--- src/rtl/hamming_serial_decoder.sv ---
// Bit-serial Hamming(7,4) receiver: collects a 7-bit codeword, corrects any single-bit
// error under even or odd parity, and holds the result on a valid/ready output.
module hamming_serial_decoder #(
  parameter int CNT_W = 8
) (
  input  logic             clk,
  input  logic             rst_n,
  input  logic             frame_clr,
  input  logic             parity_type,
  input  logic             ser_in,
  input  logic             ser_valid,
  output logic             ser_ready,
  output logic [4:1]       data_out,
  output logic [7:1]       code_out,
  output logic [3:1]       parity_out,
  output logic             error_d,
  output logic             out_valid,
  input  logic             out_ready,
  output logic [CNT_W-1:0] err_cnt
);

  localparam logic [1:0] RECV  = 2'd0;
  localparam logic [1:0] CHECK = 2'd1;
  localparam logic [1:0] HOLD  = 2'd2;

  logic [1:0]       state_q, state_d;
  logic [2:0]       bit_cnt_q, bit_cnt_d;
  logic [7:1]       rx_q, rx_d;
  logic [7:1]       code_q;
  logic [4:1]       data_q;
  logic [3:1]       par_q;
  logic             err_q;
  logic [CNT_W-1:0] cnt_q;
  logic [3:1]       syn;
  logic [7:1]       fixed;

  assign ser_ready  = (state_q == RECV);
  assign out_valid  = (state_q == HOLD);
  assign data_out   = data_q;
  assign code_out   = code_q;
  assign parity_out = par_q;
  assign error_d    = err_q;
  assign err_cnt    = cnt_q;

  // Bits shift in from the top, so after seven accepts the first bit sits at position 1.
  always_comb begin
    state_d   = state_q;
    bit_cnt_d = bit_cnt_q;
    rx_d      = rx_q;
    case (state_q)
      RECV: begin
        if (frame_clr) begin
          bit_cnt_d = 3'd0;
        end else if (ser_valid) begin
          rx_d = {ser_in, rx_q[7:2]};
          if (bit_cnt_q == 3'd6) begin
            bit_cnt_d = 3'd0;
            state_d   = CHECK;
          end else begin
            bit_cnt_d = bit_cnt_q + 3'd1;
          end
        end
      end
      CHECK:   state_d = HOLD;
      HOLD:    if (out_ready) state_d = RECV;
      default: state_d = RECV;
    endcase
  end

  always_comb begin
    syn[1] = rx_q[1] ^ rx_q[3] ^ rx_q[5] ^ rx_q[7] ^ parity_type;
    syn[2] = rx_q[2] ^ rx_q[3] ^ rx_q[6] ^ rx_q[7] ^ parity_type;
    syn[3] = rx_q[4] ^ rx_q[5] ^ rx_q[6] ^ rx_q[7] ^ parity_type;
    fixed  = rx_q;
    for (int i = 1; i <= 7; i++) begin
      fixed[i] = rx_q[i] ^ (syn == 3'(i));
    end
  end

  always_ff @(posedge clk or negedge rst_n) begin
    if (!rst_n) begin
      state_q   <= RECV;
      bit_cnt_q <= 3'd0;
      rx_q      <= '0;
      code_q    <= '0;
      data_q    <= '0;
      par_q     <= '0;
      err_q     <= 1'b0;
      cnt_q     <= '0;
    end else begin
      state_q   <= state_d;
      bit_cnt_q <= bit_cnt_d;
      rx_q      <= rx_d;
      // Results are captured only on the single CHECK cycle and then held through HOLD.
      if (state_q == CHECK) begin
        code_q <= fixed;
        data_q <= {fixed[7], fixed[6], fixed[5], fixed[3]};
        par_q  <= syn;
        err_q  <= |syn;
        if ((|syn) && (cnt_q != {CNT_W{1'b1}})) begin
          cnt_q <= cnt_q + 1'b1;
        end
      end
    end
  end

endmodule

--- config.mk ---
export PLATFORM = sky130hd
export DESIGN_NAME = hamming_serial_decoder
export DESIGN_NICKNAME = d
export VERILOG_FILES = /design/src/rtl/hamming_serial_decoder.sv
export SDC_FILE = /design/constraint.sdc
export NUM_CORES = 1
export LEC_CHECK = 0
export ABC_AREA = 1
export CORE_MARGIN = 10
export CORE_UTILIZATION = 49
export CTS_BUF_LIST = sky130_fd_sc_hd__clkbuf_4
export CTS_CLUSTER_SIZE = 30
export DETAILED_ROUTE_END_ITERATION = 7
export PLACE_DENSITY = 0.78
export SLEW_MARGIN = 20
export SYNTH_ARGS = -nofsm -noshare
export SYNTH_HDL_FRONTEND = slang
export SYNTH_SLANG_ARGS = --single-unit
--- constraint.sdc ---
create_clock -name clk -period 2.1 [get_ports clk]
set_clock_uncertainty 0.1 [all_clocks]
set_input_delay 0.42 -clock clk [delete_from_list [all_inputs] [get_ports clk]]
set_output_delay 0.42 -clock clk [all_outputs]
set_load 0.005 [all_outputs]
==> flow_summary.ini, run 1 <==
[status]
status = finished, final reports clean

[logic_synthesis]
synth_nets = 236
syn_inst = 228
ys_ff_latch = 31
ys_seq_area_share_pct = 43.85
yosysWarnings = 0
syn_area_per_cell_sq_um = 7.760
netlist_area_sq_mm = 0.001769
ys_types = 25

[clock_network]
path_clk_slew_ps = 90
cts_buffers = 5
clkSinkCount = 31
ctsResizeCount = 0
cts-root-buf = clkbuf_4
clk_path_buf_depth = 2
cts_setup_buffers = 0
cts_hold_buf = 0
htreeDepth = 2
worstSkewPairLatency_ps = 320
cts_tree = yes

[min_path]
hp-class = primary input to async pin

[run]
drv_cap = 0

[cells_and_area]
diodes = 0
layout.nets = 268
syn_to_final_growth_pct = 22.28
final_cell_count_no_fill = 307
drive_above_1_share_pct = 9.962
nFillCells = 307
final_cell_area_sq_mm = 0.002163

[placement]
dp_slack_ps = 15.05
place_hpwl_mm = 3.005
gp_congestion = 0.8716
io_buffers = 31
dp.cells = 299
place_area_sq_mm = 0.002111

[detailed_routing]
routed_wl_mm = 3.879
wl_met1_mm = 1.697
drt-initial-drc-count = 126
via_count = 1573
route.detailed.drc = 0
viasPerCell = 5.124
top_layer = met4
first_pass_iters = 4
antenna_left = 0
routedWlPerCell_microns = 12.64
wl_met3_microns = 317
dr_wl_met2_mm = 1.834

[die]
die-height_microns = 80.09
core_area_sq_mm = 0.003416
die_x_microns = 80.09
io-pin-count = 32
dieArea_sq_mm = 0.006414
rows = 21
initial_core_util_pct = 51.79

[setup_path]
worstSetupPathType = register to primary output
arrival_ps = 1430
critPathMaxFanout = 3
critPathCaptureType = primary output
critical_path_required_ps = 1580
worstSetupStartpointType = register

[timing]
fmax_mhz = 513.4
finalHoldViolCount = 0
setup_violations = 0
tightest_slew_ps = 426.5
relSlewSlack_pct = 71.53
tns_ps = 0
finalMaxSlewViolations = 0
worst_slack_ps = 152.1
post-route-period-util_pct = 92.76
rsz0062_at_grt = no
finalCriticalPeriod_ps = 1948

[global_routing]
grt_pass1_wl_mm = 6.603
grt_pass1_vias = 1508
grt_max_degree = 32
track_usage_pct = 12.72
overflow = 0
antenna_found_initial = 0

[power_and_ir_drop]
cellLeakagePower_uw = 0.001048
irDropWorstVdd_mv = 0.4535
power.density_mw_per_mm2 = 765.8
-- cells in the mapped netlist (all sizes together) --
cell | instances | area share (%)
xnor2 | 5 | 2.5
nand2 | 82 | 20
nor3 | 1 | 0.57
nor2 | 10 | 2.3
buf | 6 | 2.3
clkbuf | 4 | 0.92
ha | 1 | 0.71
dfrtp | 31 | 44
o21ai | 14 | 4.0
nor4 | 1 | 0.35
xor2 | 7 | 3.5
nand3 | 35 | 12
o22ai | 2 | 0.71
inv | 20 | 4.2
a21oi | 1 | 0.28
nand4 | 8 | 2.8
-- flip-flops by register name, summed over array words and instances (netlist names) --
signal      flops
err_cnt         8
error_d         1
rx_q            7
bit_cnt_q       3
parity_out      3
code_out        7
state_q         2
-- worst paths after layout --
check,startpoint,end,slack (ps),cells past startpoint
hold reg to reg,code_out[1],code_out[1],390,2
hold / removal,rst_n,error_d,380,2
setup reg to reg,err_cnt[0],err_cnt[3],270,9
setup / recovery,state_q[1],ser_ready,150,2
max in group asynchronous,rst_n,code_out[6],1240,2
min in group clk,code_out[1],code_out[1],390,2
-- logic make-up (layout without fill, tap and decap cells) --
logic type | Yosys count | in the layout | share of synthesized area (%)
and+or+nand+nor | 137 | 137 | 37.13
AOI/OAI and AO/OA | 17 | 17 | 4.950
xor gates and xnor gates | 12 | 12 | 5.941
buffers and inverters | 30 | 63 | 7.425
adders and majority gates | 1 | 1 | 0.7071
DFF | 31 | 31 | 43.85
-- metrics by stage --
stage | hold slack (ps) | power [uW] | utilization [%]
after floorplan | 24.41 | 1169 | -
after global placement | 366.0 | 1334 | 61.79
after detailed placement | 370.9 | 1350 | 61.79
after CTS | 386.9 | 1673 | 63.33
after global routing | 390.3 | 1779 | 63.33
final | 383.3 | 1657 | 63.33
-- worst max-delay path: stages (launching register included) --
cell             delay, ps
dfrtp_1                410
nor2_1                 160
clkdlybuf4s50_1        540
-- power by group --
group,internal (uW),switching [uW]
sequential,652,74.5
combinational,234,377
clock,137,183
-- per-layer routing --
| layer | vias to the layer above | GRT usage [%] |
|---|---|---|
| li1 | 798 | - |
| met4 | 0 | 4.930 |
| met2 | 49 | 20.95 |
| met1 | 722 | 14.65 |
| met3 | 4 | 4.677 |
| met5 | - | 0 |
-- cell type report --
class                           count  area (sq um)  share of cell area [%]
Clock buffer                        6         45.04                   2.082
Multi-Input combinational cell    167         862.1                   39.85
Clock inverter                      2         7.507                  0.3470
Inverter                           20         75.07                   3.470
Tap cell                           46         57.56                   2.661
Timing Repair Buffer               35         340.3                   15.73
Sequential cell                    31         775.7                   35.86
-- cell usage in the layout, fill, tap and decap left out, types with 7 or more instances in the layout --
cell | Yosys | final
nand3_1 | 32 | 32
nand2_1 | 73 | 73
inv_1 | 18 | 18
clkdlybuf4s50_1 | 0 | 31
dfrtp_1 | 31 | 31
nand4_1 | 8 | 8
xor2_1 | 7 | 7
nor2_1 | 9 | 9
o21ai_0 | 13 | 13
No activity file was read; power rests on OpenSTA's default activity.
==> inputs of run 2 (changes only) <==
PLACE_DENSITY = 0.81   (was 0.78)
TNS_END_PERCENT = 100   (was unset)
clock period = 1.78 ns   (was 2.1 ns; I/O delays follow)
==> run 2 against run 1 <==
Net effect:
- final area rose by 7.6%
- via count rose by 6.4%
- die area did not move
- non-clock buffer count rose by 17
- clock power rose by 14%
- hold slack got worse by 63 ps
- sequential share of layout area fell by 2.2 points
- first-iteration DRC count rose by 15%
- wire length rose by 10%
- sequential power rose by 18%
- critical path depth rose by 9
- global-route usage fell by 0.16 points
- critical path type is now register to register
- critical endpoint is now err_cnt[5]
- largest cell class unchanged
==> flow_summary.ini, run 2 (synthesized netlist as in run 1, its figures left out) <==
[status]
status = finished, final reports clean

[placement]
place_hpwl_mm = 2.985
dp_slack_ps = -183.1
io_buffers = 31
place_area_sq_mm = 0.002141
dp.cells = 303
gp_congestion = 0.8791

[detailed_routing]
routedWlPerCell_microns = 13.21
route.detailed.drc = 0
drt-initial-drc-count = 145
viasPerCell = 5.180
first_pass_iters = 4
via_count = 1673
antenna_left = 0
routed_wl_mm = 4.267

[setup_path]
critical_path_required_ps = 1900
ff2ff_path_depth = 11
reg2reg_slack_ps = 40
reg2reg_to = err_cnt[5]
critPathCaptureType = register
worstSetupStartpointType = register
arrival_ps = 1860
r2r-start = rx_q[7]
critPathMaxFanout = 7
worstSetupPathType = register to register

[cells_and_area]
final_cell_count_no_fill = 323
diodes = 0
final_common_cell = nand2_1
drive_above_1_share_pct = 20.58
final_cell_area_sq_mm = 0.002327
nFillCells = 290
layout.nets = 285
layout_common_cells = nand2_1 (70), nand3_1 (31), clkdlybuf4s50_1 (28)
syn_to_final_growth_pct = 31.54
largest_reg_flops = 8
final_util_pct = 68.13

[die]
core_area_sq_mm = 0.003416
rows = 21
initial_core_util_pct = 51.79
die_x_microns = 80.09
io-pin-count = 32
dieArea_sq_mm = 0.006414
die-height_microns = 80.09

[global_routing]
gr-usage-met1_pct = 14.40
met3_usage_pct = 5.345
grt_pass1_wl_mm = 6.582
antenna_found_initial = 0
use_met2_pct = 20.30
busiest_layer = met2
overflow = 0
grt_max_degree = 32
grt_pass1_vias = 1488
track_usage_pct = 12.56

[clock_network]
path_clk_slew_ps = 100
cts_tree = yes
clk_path_buf_depth = 2
htreeDepth = 2
worstSkewPairLatency_ps = 330
cts_buffers = 5
clkSinkCount = 31
cts-root-buf = clkbuf_4
cts_hold_buf = 0

[power_and_ir_drop]
clockPowerShare_pct = 17.1
irDropWorstVdd_mv = 0.4643
intPower_uw = 1310
p_seq_share_pct = 40.5
cellLeakagePower_uw = 0.001144
netSwitchingFraction_pct = 38.26
power.density_mw_per_mm2 = 911.5
switchingPower_uw = 811.6
power_frac_comb_pct = 42.4

[timing]
tightest_slew_ps = 429.4
finalHoldViolCount = 0
relSlewSlack_pct = 71.34
tns_ps = 0
worst_slack_ps = 43.32
finalCriticalPeriod_ps = 1737
setup_violations = 0
post-route-period-util_pct = 97.57
finalMaxSlewViolations = 0
fmax_mhz = 575.8

[run]
drv_cap = 0

[min_path]
hp-class = primary input to async pin
==> run 2: cell types whose count changed in the layout (fill, tap and decap cells not counted), moves of 3 or more <==
cell             delta
clkdlybuf4s50_1     -3
nand2_1             -3
dfrtp_1             -6
nand2_2             +3
buf_4              +17
dfrtp_2             +6
==> run 2: critical path: stages, from the launching register on <==
cell,delay (ps)
dfrtp_2,470
inv_4,110
nand2_2,60
nand2_1,50
nand2_1,90
nand2_1,120
nand2_2,70
nand2_4,120
nand3_4,140
buf_4,190
nand4_1,60
nand2_1,60
==> run 2: metrics by stage <==
stage               hold WS [ps]  power (uW)
floorplan                 -39.59        1379
global placement           363.0        1625
detailed placement         371.1        1636
CTS                        324.6        1999
global route               330.0        2269
finish                     320.2        2121
==> run 2: how the worst max path moves through the flow <==
stage                start         end  slack, ps  depth (start not counted)
2_1_floorplan   err_cnt[0]  err_cnt[5]        210                          9
3_3_place_gp   parity_type  err_cnt[1]       -150                         10
3_5_place_dp   parity_type  err_cnt[2]       -180                         10
4_1_cts         err_cnt[0]  err_cnt[0]          1                          2
5_1_grt            rx_q[7]  err_cnt[3]        -20                         11
6_report           rx_q[7]  err_cnt[5]         40                         11
==> run 2: power groups by stage <==
stage          Combinational, uW  Clock (uW)  Sequential, uW
3_5_place_dp                 769           0             867
5_1_grt                      988         413             869
4_1_cts                      772         373             853
6_report                     900         363             858
2_1_floorplan                551           0             828
3_3_place_gp                 760           0             865
==> run 2: area by class of cell <==
class / instances / area [sq um] / share of cell area [%]
clock inverters: 2 / 8.758 / 0.3763
clock buffers: 5 / 37.54 / 1.613
flip-flops and latches: 31 / 783.3 / 33.66
well taps: 46 / 57.56 / 2.473
inverters: 20 / 77.57 / 3.333
multi-input cells: 167 / 894.6 / 38.44
repair buffers: 52 / 467.9 / 20.11
==> run 2: layer usage <==
metal	up-vias	routed length (microns)
met5	-	0
met4	0	46
met3	7	410
met2	62	2071
met1	767	1739
li1	837	-
==> run 2: timing repair <==
item                                    4_1_cts  5_1_grt
gates resized for setup                       5       16
endpoints found under the setup margin       10       19
gates cloned                                  0        0
pin swaps                                     0        4
buffers inserted                              0       13
==> patch 1 (config.mk and constraints of run 1) <==
Put one more register stage on the output `err_cnt`, cleared by the reset. The value now appears one clock later. The other outputs are not delayed to match.
--- a/src/rtl/hamming_serial_decoder.sv
+++ b/src/rtl/hamming_serial_decoder.sv
@@ -41,5 +41,11 @@
   assign parity_out = par_q;
   assign error_d    = err_q;
-  assign err_cnt    = cnt_q;
+  always_ff @(posedge clk or negedge rst_n) begin
+    if (!rst_n) begin
+      err_cnt <= '0;
+    end else begin
+      err_cnt <= cnt_q;
+    end
+  end
 
   // Bits shift in from the top, so after seven accepts the first bit sits at position 1.
Formal check against the unedited RTL: not equivalent (a bounded check fails within 10 cycles, from zero or initial values and one cycle with rst_n low).
==> patch 1 against run 1 <==
- power rose by 12%
- count of clock-buffer cells in the layout did not move
- synthesized cell count up 3.9%
- hold slack worse by 0.38 ns
- synthesized area increased by 12%
- sequential cell count is 8 higher
- worst setup slack got worse by 0.049 ns
- wire length rose by 6.0%
- register-to-register slack about the same
- die area rose by 8.9%
- cell area rose by 11%
==> patch 1: results (changes against run 1) <==
Synthesis
  – Prevailing post-synth register cell: dfrtp_1
  – Asr flop ratio synth: 1.000 (unchanged)
  – Distinct cells, synth: 27 (+8.0%)
  – Top post-synthesis cells by area: dfrtp_1 (49%), nand2_1 (13%), nand3_1 (7.3%)
  – Top cells by count, synth: nand2_1 (71), dfrtp_1 (39), nand3_1 (29), inv_1 (21), o21ai_0 (13)
  – Sequential share of the synthesized area: 0.4924 (+0.05395)
  – Post-synthesis net count: 245 (+3.8%)
  – Syn. warnings: 0 (unchanged)
  – Syn avg cell area: 8.362 um^2 (+7.8%)

CTS
  – CTS Buf Count: 5 (unchanged)
  – Clock buffer depth: 2 (unchanged)
  – Reg clk slew, reported paths: 0.11 ns (+0.02 ns)
  – Clk Latency, worst-skew pair: 0.35 ns (+0.03 ns)

Place
  – IO Port Bufs: 31 (unchanged)
  – Dpl hpwl: 3156 um (+5.0%)
  – Final GP Congestion: 0.8741 (+0.29%)
  – Cell Count Post-Placement: 313 (+4.7%)
  – Pre-CTS setup slack: 0.06451 ns (+0.04946 ns)
  – DP Area: 0.002328 mm^2 (+10%)

Outcome
  – Outcome: completed

Critical path
  – FF-to-FF Start: cnt_q[0]
  – Reg2Reg Setup Slack: 0.27 ns (about the same)
  – Reg2reg path depth: 8 (-1)
  – CP arrival: 1.48 ns (+0.05 ns)
  – Critical-path maximum fanout: 2 (-1)
  – Critical path's slowest cell: clkdlybuf4s50_1
  – Reg-to-Reg End: cnt_q[7]
  – Crit path largest cell delay: 0.50 ns (-0.04 ns)
  – CP Launch Point: state_q[0]

Final layout
  – Diode count: 0 (unchanged)
  – Layout cells sized above 1: 0.1287 (+0.02906)
  – Nets: 279 (+4.1%)

Global routing
  – M1 GR Usage: 0.1405 (-0.005973)
  – GR Util met3: 0.04980 (+0.003034)
  – Initial antenna violation count: 0 (unchanged)
  – Met2 Resource Use GR: 0.2007 (-0.008773)
  – Gr ovfl total: 0 (unchanged)
  – Global-route wire length before repair: 7369 um (+12%)
  – Vias in the first global route: 1656 (+9.8%)
  – Largest net degree at the start of global routing: 40 (+25%)
  – GRT Overall Usage: 0.1236 (-0.003562)

STA
  – Slew Viols, Final: 0 (unchanged)
  – Worst Tran Pin Value: 0.4777 ns (+0.05113 ns)
  – Min Hold Slack: 0.0005850 ns (-0.3827 ns)

Drt
  – DR WL/cell: 12.76 um (+1.0%)
  – Via/cell ratio: 5.096 (-0.54%)
  – Final wirelength: 4110 um (+6.0%)
  – First DRT Iteration DRCs: 87 (-31%)

Pwr
  – Total leakage power: 1.162 nW (+11%)
  – VDD IR max: 0.0003905 V (-14%)
-- patch 1: what timing repair did --
item	in CTS	in global routing
endpoints found under the setup margin	0	2
buffers inserted	0	1
endpoints found under the hold margin	0	0
resized for setup	0	1
-- patch 1: worst max path at each step --
stage / to / slack (ns) / depth (start not counted)
global route: ser_ready / 0.01 / 4
detailed placement: cnt_q[7] / 0.06 / 10
CTS: ser_ready / 0.07 / 4
floorplan: cnt_q[2] / 0.52 / 8
global placement: cnt_q[4] / 0.13 / 10
finish: ser_ready / 0.10 / 4
-- patch 1: layout make-up --
cell class / instances / area, um^2
clock buffer: 6 / 45.04
clock inverter: 2 / 12.51
fill: 365 / 1546
inverter: 22 / 82.58
multi-input combinational: 167 / 874.6
sequential: 39 / 975.9
tap: 50 / 62.56
timing repair buffer: 36 / 342.8
-- patch 1: where the power goes --
part | internal, mW | total, mW | switching (mW)
Combinational | 0.229 | 0.601 | 0.372
Clock | 0.142 | 0.376 | 0.234
Sequential | 0.808 | 0.877 | 0.0688
Total | 1.18 | 1.85 | 0.676
-- patch 1: logic make-up after synthesis --
kind of cell | synth area share
buf+inv | 0.06755
compound gates | 0.04545
xor+xnor | 0.04419
flops | 0.4924
fa+ha+maj | 0.006312
simple gates | 0.3441
-- patch 1: critical path, delay by kind of cell, from the launching register on --
kind                   cells  cell delay [ns]
DFF                        1             0.40
buffers and inverters      3             0.67
and+or+nand+nor            1             0.07
-- patch 1: metal layers --
| metal | routed length [um] | vias to the layer above | part of all wire |
|---|---|---|---|
| met3 | 313 | 6 | 0.076 |
| li1 | - | 833 | - |
| met1 | 1801 | 762 | 0.44 |
| met5 | 0 | - | 0 |
| met4 | 58 | 0 | 0.014 |
| met2 | 1937 | 40 | 0.47 |
==> patch 2 (flow settings as in run 1) <==
Made on the original files. Change the parameter `CNT_W` from 8 to 7.
--- a/src/rtl/hamming_serial_decoder.sv
+++ b/src/rtl/hamming_serial_decoder.sv
@@ -2,5 +2,5 @@
 // error under even or odd parity, and holds the result on a valid/ready output.
 module hamming_serial_decoder #(
-  parameter int CNT_W = 8
+  parameter int CNT_W = 7
 ) (
   input  logic             clk,
Interface: changed (resized err_cnt); port bits go from 32 to 31. No check against the original RTL was run, so the function may have changed too.
==> patch 2 against run 1 <==
- hold slack worse by 0.028 ns
- synthesized area down 0.35%
- cell area down 1.0%
- power down 4.7%
- core utilization down 0.66 points
- worst setup slack better by 0.036 ns
- via count down 4.3%
- sequential cell count down 1
- wire length down 5.8%
- register-to-register slack better by 0.12 ns
- critical path type unchanged
==> patch 2: results (changes against run 1) <==
Critical path
  – Reg2reg path depth: 11 (+2)
  – Reg2Reg Setup Slack: 0.39 ns (+0.12 ns)
  – Reg-to-Reg End: code_out[6]

Pwr
  – Total leakage power: 1.013 nW (-3.3%)
  – Net switching power: 0.6112 mW (-3.7%)

Place
  – Final GP Congestion: 0.8463 (-2.9%)
  – DP Area: 0.002087 mm^2 (-1.1%)
  – Cell Count Post-Placement: 288 (-3.7%)
  – Dpl hpwl: 2800 um (-6.8%)

Synthesis
  – Top cells by count, synth: nand2_1 (60), dfrtp_1 (30), nand3_1 (25), o21ai_0 (18), inv_1 (16)
  – Syn avg cell area: 8.050 um^2 (+3.7%)
  – Top post-synthesis cells by area: dfrtp_1 (43%), nand2_1 (13%), nand3_1 (7.1%)
  – Distinct cells, synth: 22 (-12%)
  – Post-synthesis net count: 227 (-3.8%)

Drt
  – First DRT Iteration DRCs: 107 (-15%)
  – Final wirelength: 3654 um (-5.8%)
  – Via/cell ratio: 5.088 (-0.70%)

Final layout
  – # fillers: 318 (+3.6%)
  – Nets: 257 (-4.1%)

CTS
  – Reg clk slew, reported paths: 0.10 ns

Outcome
  – Outcome: completed

Global routing
  – Largest net degree at the start of global routing: 31 (-3.1%)
  – Vias in the first global route: 1345 (-11%)
  – Global-route wire length before repair: 6016 um (-8.9%)

STA
  – Worst Tran Pin Value: 0.4174 ns (-0.009139 ns)
==> patch 2: cell count changes after synthesis, moves of 3 or more <==
cell	delta
buf_2	+4
nand2_1	-13
nand2_2	+9
nand3_1	-7
nand3_2	+5
nor2_1	-3
o21ai_0	+5
xor2_1	-3
==> patch 2: layout make-up <==
type,count,area share
Clock buffer,6,0.02104
Tap cell,46,0.02688
Clock inverter,2,0.004091
Timing Repair Buffer,34,0.1543
Inverter,18,0.03156
Sequential cell,30,0.3507
Multi-Input combinational cell,160,0.4115
==> patch 2: critical path, stage by stage, from the launching register on <==
cell             delay (ns)
dfrtp_1                0.41
nor2_1                 0.14
clkdlybuf4s50_1        0.52
==> patch 2: worst max-delay path by stage <==
stage                start     endpoint  slack [ns]  cells after the start
2_1_floorplan   err_cnt[0]   err_cnt[2]        0.55                      7
3_3_place_gp   parity_type  code_out[6]        0.16                     10
3_5_place_dp   parity_type  code_out[6]         0.1                     10
4_1_cts         state_q[0]    out_valid        0.17                      4
5_1_grt         state_q[0]    out_valid        0.08                      4
6_report        state_q[1]    ser_ready        0.19                      2
==> patch 2: power by group through the flow <==
stage | Sequential [mW] | Combinational, mW | Clock, mW
2_1_floorplan | 0.662 | 0.455 | 0
3_3_place_gp | 0.694 | 0.554 | 0
3_5_place_dp | 0.693 | 0.562 | 0
4_1_cts | 0.682 | 0.565 | 0.339
5_1_grt | 0.690 | 0.624 | 0.369
6_report | 0.683 | 0.562 | 0.334
==> patch 2: layer usage <==
metal	GRT usage	wire length (um)	part of all wire
met1	0.1457	1746	0.48
met2	0.1806	1635	0.45
met3	0.03941	233	0.064
met4	0.04754	39	0.011
met5	0	0	0
==> patch 2: metrics by stage <==
stage	power, mW	util	hold slack, ns	setup WS [ns]
6_report	1.579	0.6267	0.3554	0.1876
3_5_place_dp	1.255	0.6110	0.3598	0.09841
4_1_cts	1.585	0.6267	0.3687	0.1731
5_1_grt	1.682	0.6267	0.4046	0.08363
3_3_place_gp	1.248	0.6110	0.3520	0.1568
2_1_floorplan	1.117	-	0.02441	0.5497
==> patch 2: logic make-up (layout without fill, tap and decap cells) <==
logic type               after synthesis  in the layout  share of synthesized area
XOR/XNOR                              11             11                    0.05465
AO/OA/AOI/OAI                         19             19                    0.05607
AND/OR/NAND/NOR                      129            129                     0.3818
adder cells (fa/ha/maj)                1              1                   0.007096
flip-flops                            30             30                     0.4258
buffers and inverters                 29             60                    0.07452
